File: src/rtl/hazard_pkg.sv
`default_nettype none
// +--------------------------------------------------------------------+
// | hazard_pkg                                                         |
// | Opcodes, sequencer state encoding and source-operand decode shared |
// | by the stall/flush sequencer and its hazard comparators.           |
// | Revision: 1.0                                                      |
// +--------------------------------------------------------------------+
package hazard_pkg;

  localparam logic [5:0] OP_RTYPE = 6'h00;
  localparam logic [5:0] OP_LW    = 6'h23;
  localparam logic [5:0] OP_SW    = 6'h2B;
  localparam logic [5:0] OP_BEQ   = 6'h04;
  localparam logic [5:0] OP_ADDI  = 6'h08;

  typedef enum logic [0:0] {
    ST_RUN    = 1'b0,
    ST_STALL2 = 1'b1
  } state_t;

  typedef struct packed {
    logic usesRs;
    logic usesRt;
  } src_use_t;

  // Which register fields of the instruction in IF/ID are actually read.
  function automatic src_use_t decodeSrc(input logic [5:0] opcode);
    src_use_t u;
    u.usesRs = 1'b0;
    u.usesRt = 1'b0;
    case (opcode)
      OP_RTYPE, OP_SW, OP_BEQ: begin
        u.usesRs = 1'b1;
        u.usesRt = 1'b1;
      end
      OP_LW, OP_ADDI: begin
        u.usesRs = 1'b1;
      end
      default: begin
        u.usesRs = 1'b0;
        u.usesRt = 1'b0;
      end
    endcase
    return u;
  endfunction

endpackage
`default_nettype wire

File: src/rtl/hazard_match.sv
`default_nettype none
// +--------------------------------------------------------------------+
// | hazard_match                                                       |
// | Flags when a producer destination register is read by the          |
// | instruction in IF/ID. $zero never counts as a dependency.          |
// | Revision: 1.0                                                      |
// +--------------------------------------------------------------------+
module hazard_match
  import hazard_pkg::*;
(
  input  logic [5:0] opcode,
  input  logic [4:0] rs,
  input  logic [4:0] rt,
  input  logic [4:0] dest,
  output logic       match
);

  src_use_t w_use;

  assign w_use = decodeSrc(opcode);

  // Dependency exists when a read field equals a non-zero destination.
  assign match = (dest != 5'd0) &&
                 ((w_use.usesRs && (rs == dest)) ||
                  (w_use.usesRt && (rt == dest)));

endmodule
`default_nettype wire

File: src/rtl/stall_flush_sequencer.sv
`default_nettype none
// +--------------------------------------------------------------------+
// | stall_flush_sequencer                                              |
// | Decode-stage hazard sequencer: picks a 0/1/2-cycle stall for       |
// | ID-resolved branches and load-use, flushes IF/ID on a taken branch |
// | and counts bubble cycles in a saturating counter.                  |
// | Revision: 1.0                                                      |
// +--------------------------------------------------------------------+
module stall_flush_sequencer
  import hazard_pkg::*;
#(
  parameter int CNT_W = 16
) (
  input  logic             clk,
  input  logic             rst,
  input  logic             id_valid,
  input  logic [5:0]       id_opcode,
  input  logic [4:0]       id_rs,
  input  logic [4:0]       id_rt,
  input  logic             ex_reg_write,
  input  logic             ex_mem_read,
  input  logic [4:0]       ex_dest,
  input  logic             mem_mem_read,
  input  logic [4:0]       mem_dest,
  input  logic             branch_taken,
  output logic             pc_hold,
  output logic             ifid_hold,
  output logic             idex_bubble,
  output logic             ifid_flush,
  output logic [CNT_W-1:0] stall_count,
  output logic             state
);

  localparam logic [CNT_W-1:0] c_CNT_MAX = '1;
  localparam logic [CNT_W-1:0] c_CNT_ONE = {{(CNT_W-1){1'b0}}, 1'b1};

  logic             w_matchEx;
  logic             w_matchMem;
  logic             w_isBeq;
  logic [1:0]       w_stallLen;
  logic             w_stall;
  logic             w_flush;
  state_t           r_state;
  state_t           w_stateNext;
  logic [CNT_W-1:0] r_stallCount;

  hazard_match u_matchEx (
    .opcode (id_opcode),
    .rs     (id_rs),
    .rt     (id_rt),
    .dest   (ex_dest),
    .match  (w_matchEx)
  );

  hazard_match u_matchMem (
    .opcode (id_opcode),
    .rs     (id_rs),
    .rt     (id_rt),
    .dest   (mem_dest),
    .match  (w_matchMem)
  );

  assign w_isBeq = (id_opcode == OP_BEQ);

  // Stall length needed by the IF/ID instruction, strongest rule first.
  always_comb begin
    w_stallLen = 2'd0;
    if (id_valid) begin
      if (ex_mem_read && w_matchEx && w_isBeq) begin
        w_stallLen = 2'd2;
      end else if (ex_mem_read && w_matchEx) begin
        w_stallLen = 2'd1;
      end else if (ex_reg_write && !ex_mem_read && w_matchEx && w_isBeq) begin
        w_stallLen = 2'd1;
      end else if (mem_mem_read && w_matchMem && w_isBeq) begin
        w_stallLen = 2'd1;
      end
    end
  end

  // Sequencer state register; reset aborts any stall in progress.
  always_ff @(posedge clk or posedge rst) begin
    if (rst) begin
      r_state <= ST_RUN;
    end else begin
      r_state <= w_stateNext;
    end
  end

  // Next state and stall/flush decisions; a stall suppresses the flush
  // because the branch compared stale operands.
  always_comb begin
    w_stateNext = r_state;
    w_stall     = 1'b0;
    w_flush     = 1'b0;
    case (r_state)
      ST_RUN: begin
        w_stall = (w_stallLen != 2'd0);
        if (w_stallLen == 2'd2) begin
          w_stateNext = ST_STALL2;
        end
      end
      ST_STALL2: begin
        w_stall     = 1'b1;
        w_stateNext = ST_RUN;
      end
      default: begin
        w_stateNext = ST_RUN;
      end
    endcase
    w_flush = branch_taken && id_valid && !w_stall;
    if (rst) begin
      w_stall = 1'b0;
      w_flush = 1'b0;
    end
  end

  assign pc_hold     = w_stall;
  assign ifid_hold   = w_stall;
  assign idex_bubble = w_stall;
  assign ifid_flush  = w_flush;
  assign state       = r_state;

  // Bubble-cycle counter that sticks at its maximum instead of wrapping.
  always_ff @(posedge clk or posedge rst) begin
    if (rst) begin
      r_stallCount <= '0;
    end else if (w_stall && (r_stallCount != c_CNT_MAX)) begin
      r_stallCount <= r_stallCount + c_CNT_ONE;
    end
  end

  assign stall_count = r_stallCount;

endmodule
`default_nettype wire

File: config.mk
export PLATFORM = sky130hd
export DESIGN_NAME = stall_flush_sequencer
export DESIGN_NICKNAME = d
export VERILOG_FILES = /design/src/rtl/hazard_pkg.sv /design/src/rtl/hazard_match.sv /design/src/rtl/stall_flush_sequencer.sv
export SDC_FILE = /design/constraint.sdc
export NUM_CORES = 1
export LEC_CHECK = 0
export BUFFER_PORTS_ARGS = -buffer_cell sky130_fd_sc_hd__buf_4
export CAP_MARGIN = 15
export CORE_MARGIN = 2
export CORE_UTILIZATION = 40
export CTS_CLUSTER_DIAMETER = 30
export DETAILED_ROUTE_END_ITERATION = 8
export PLACE_DENSITY = 0.72
export SLEW_MARGIN = 20
export SYNTH_ARGS = -nofsm -noshare
export SYNTH_HDL_FRONTEND = slang
export SYNTH_SLANG_ARGS = --single-unit
File: constraint.sdc
create_clock -name clk -period 1.92 [get_ports clk]
set_input_delay 0.096 -clock clk [delete_from_list [all_inputs] [get_ports clk]]
set_output_delay 0.096 -clock clk [all_outputs]
set_load 0.01 [all_outputs]
==> results.yml <==
run_status:
  status: "complete, no violations"
critical_path:
  r2r_end: "stall_count[1]"
  crit_required_ns: 1.82
  startpoint: "id_opcode[5]"
  cp-end-kind: "output port"
  worstPathMaxFanout: 7
  start_kind: "input port"
  r2r_slack_ns: 0.09
  critPathCapture: "idex_bubble"
  arrival_ns: 1.78
  critPathKind: "in -> out"
  r2r_cells: 6
  timing.rr.start: "stall_count[6]"
floorplanning:
  die_w_um: 59.2
  io_pins: 54
  fp.dieArea_mm2: 0.00350
  rows: 20
  design.core.area_mm2: 0.00298
  die_h_um: 59.2
  start_util: 0.409
global_route:
  first_global_vias: 1202
  grt_overflow: 0
  grt_antenna_before_repair: 0
  grt_use_total: 0.194
  grt_start_max_net_pins: 14
  grt_pass1_wl_mm: 5.24
min_path:
  hold_path_class: "in -> reg"
  hold_depth: 3
synthesis:
  synthTopCellsByArea: "dfrtp_1, xnor2_1, xor2_1, and3_1, nand3_1"
  syn_avg_cell_area_um2: 9.67
  async_flop_share: 1.00
  synth_fp_nets: 160
  synth.most_common_cell: "xnor2_1"
  synth_area_mm2: 0.00122
  synthMuxAreaShare: 0.0246
  synth_top_area_cell: "dfrtp_1"
  synth-seq-area-share: 0.349
  synthXorXnorAreaFrac: 0.244
  synth_enable_flop_cells: 0
  synth-simple-area-share: 0.260
  ys_ff_latch: 17
  synthFlopType: "dfrtp_1"
  ys_types: 34
  ys_warn_count: 0
  syn_inst: 126
  synth_fa_ha_area_frac: 0.0103
  synth_top_family_by_area: "simple AND/OR/NAND/NOR gates"
  synth_compound_area_frac: 0.0801
  synth_top_area_frac: 0.349
  synthTopCellsByCount: "xnor2_1, dfrtp_1, xor2_1"
power_and_ir_drop:
  powerDensity_mw_per_mm2: 388
  p_leak_nw: 0.899
  peakVddDrop_mv: 0.289
timing:
  skew_ns: 0.00296
  timing.fmax_mhz: 532
  holdWs_ns: 0.0978
  setup_viol: 0
  hold_viol: 0
  relSlewSlack: 0.807
  min_period_over_period: 0.978
  slew_violations: 0
  tightest_slew_ns: 0.288
  tns_ns: 0
  rsz0062_at_grt: "true"
  min_period_ns: 1.88
route:
  wl_per_cell_um: 13.9
  dr_total_vias: 1205
  vias_per_cell: 5.26
  routed_wl_mm: 3.18
  drc: 0
  dr.pass1.iters: 4
  drtIter0Drc: 33
  postRouteAntennaNets: 0
clock_tree:
  cts.clk_slew.worst_paths_ns: 0.10
  htree_levels: 1
  cts-buffers-inserted: 3
  cts_tree: "built"
  clk_latency_ns: 0.29
  cts_max_path_buffers: 2
  root_buffer: "clkbuf_4"
  cts_sinks: 17
place:
  place_congestion: 0.863
  dp_cells: 221
  hpwl_mm: 2.55
  portBuffers: 53
layout:
  layout.cells.non_filler: 229
  area_growth_pct: 49.5
  drive_gt1_frac: 0.444
  num-nets-final: 231
  n_antenna_cell: 0
run:
  cap_violations: 0
[final cells by class]
cell class                 instances  area (µm²)
fill                             268        1160
multi-input combinational        103         785
timing repair buffer              71         539
sequential                        17         425
tap                               33        41.3
clock buffer                       3        22.5
clock inverter                     1        5.00
inverter                           1        3.75
[metal layers]
layer	GRT usage	vias to the layer above	routed length [µm]
li1	-	587	-
met1	0.247	593	1350
met2	0.344	23	1700
met3	0.0262	2	117
met4	0.0487	0	10
met5	0	-	0
[critical path, cell delays in order]
cell       delay, ns
buf_4           0.11
or4_4           0.56
nor3b_4         0.28
o2111ai_2       0.17
o21bai_2        0.17
a22o_4          0.16
buf_6           0.11
buf_4           0.12
[power by group]
group	internal (mW)	switching (mW)	total (mW)
sequential	0.359	0.00128	0.360
clock	0.0775	0.117	0.195
combinational	0.0846	0.0680	0.153
total	0.521	0.186	0.707
[placed cells by master (no fill, tap or decap), types with 2 or more instances in the layout]
master    instances
buf_4            69
nand4b_1          2
nand2_1           4
and3_1            8
nand3_1          11
and3_4            2
nor3_1            5
nand4_1           6
mux2_4            2
xnor2_1          19
o21ai_0           3
nor2_1            6
dfrtp_1          17
clkbuf_4          3
xor2_1           15
a21oi_1           2
[state kept, by name, indices dropped and copies added, names as in the netlist]
signal,count
stall_count,16
state,1
[metrics by stage]
| stage | power, mW | util | worst slack (ns) | cell area, µm² |
|---|---|---|---|---|
| CTS | 0.715 | 0.599 | 0.00549 | 1780 |
| detailed placement | 0.516 | 0.586 | -0.164 | 1750 |
| floorplan | 0.423 | - | 0.0137 | 1240 |
| finish | 0.707 | 0.612 | 0.0419 | 1820 |
| global route | 0.741 | 0.612 | -0.0230 | 1820 |
| global placement | 0.512 | 0.586 | -0.108 | 1750 |
[worst min-delay path by stage]
stage / endpoint / startpoint / slack (ns)
final: state / ex_mem_read / 0.1
after global routing: state / ex_mem_read / 0.12
after CTS: state / ex_mem_read / 0.08
after detailed placement: stall_count[0] / rst / 0.05
after global placement: stall_count[2] / rst / 0.04
after floorplan: stall_count[0] / rst / 0.04
[what timing repair did]
item / CTS / global route
endpoints found under the hold margin: 4 / 0
hold buffers: 1 / 0
resized for setup: 0 / 3
setup endpoints to repair: 0 / 3
setup buffers: 0 / 3
[logic make-up (layout without fill, tap and decap cells)]
kind of cell	count (synthesis)	in the layout
multiplexers	2	2
buffers and inverters	6	76
XOR/XNOR	34	34
flip-flops	17	17
adder cells (fa/ha/maj)	1	1
AO/OA/AOI/OAI	12	12
AND/OR/NAND/NOR	54	54
(Power assumes the default switching activity.)
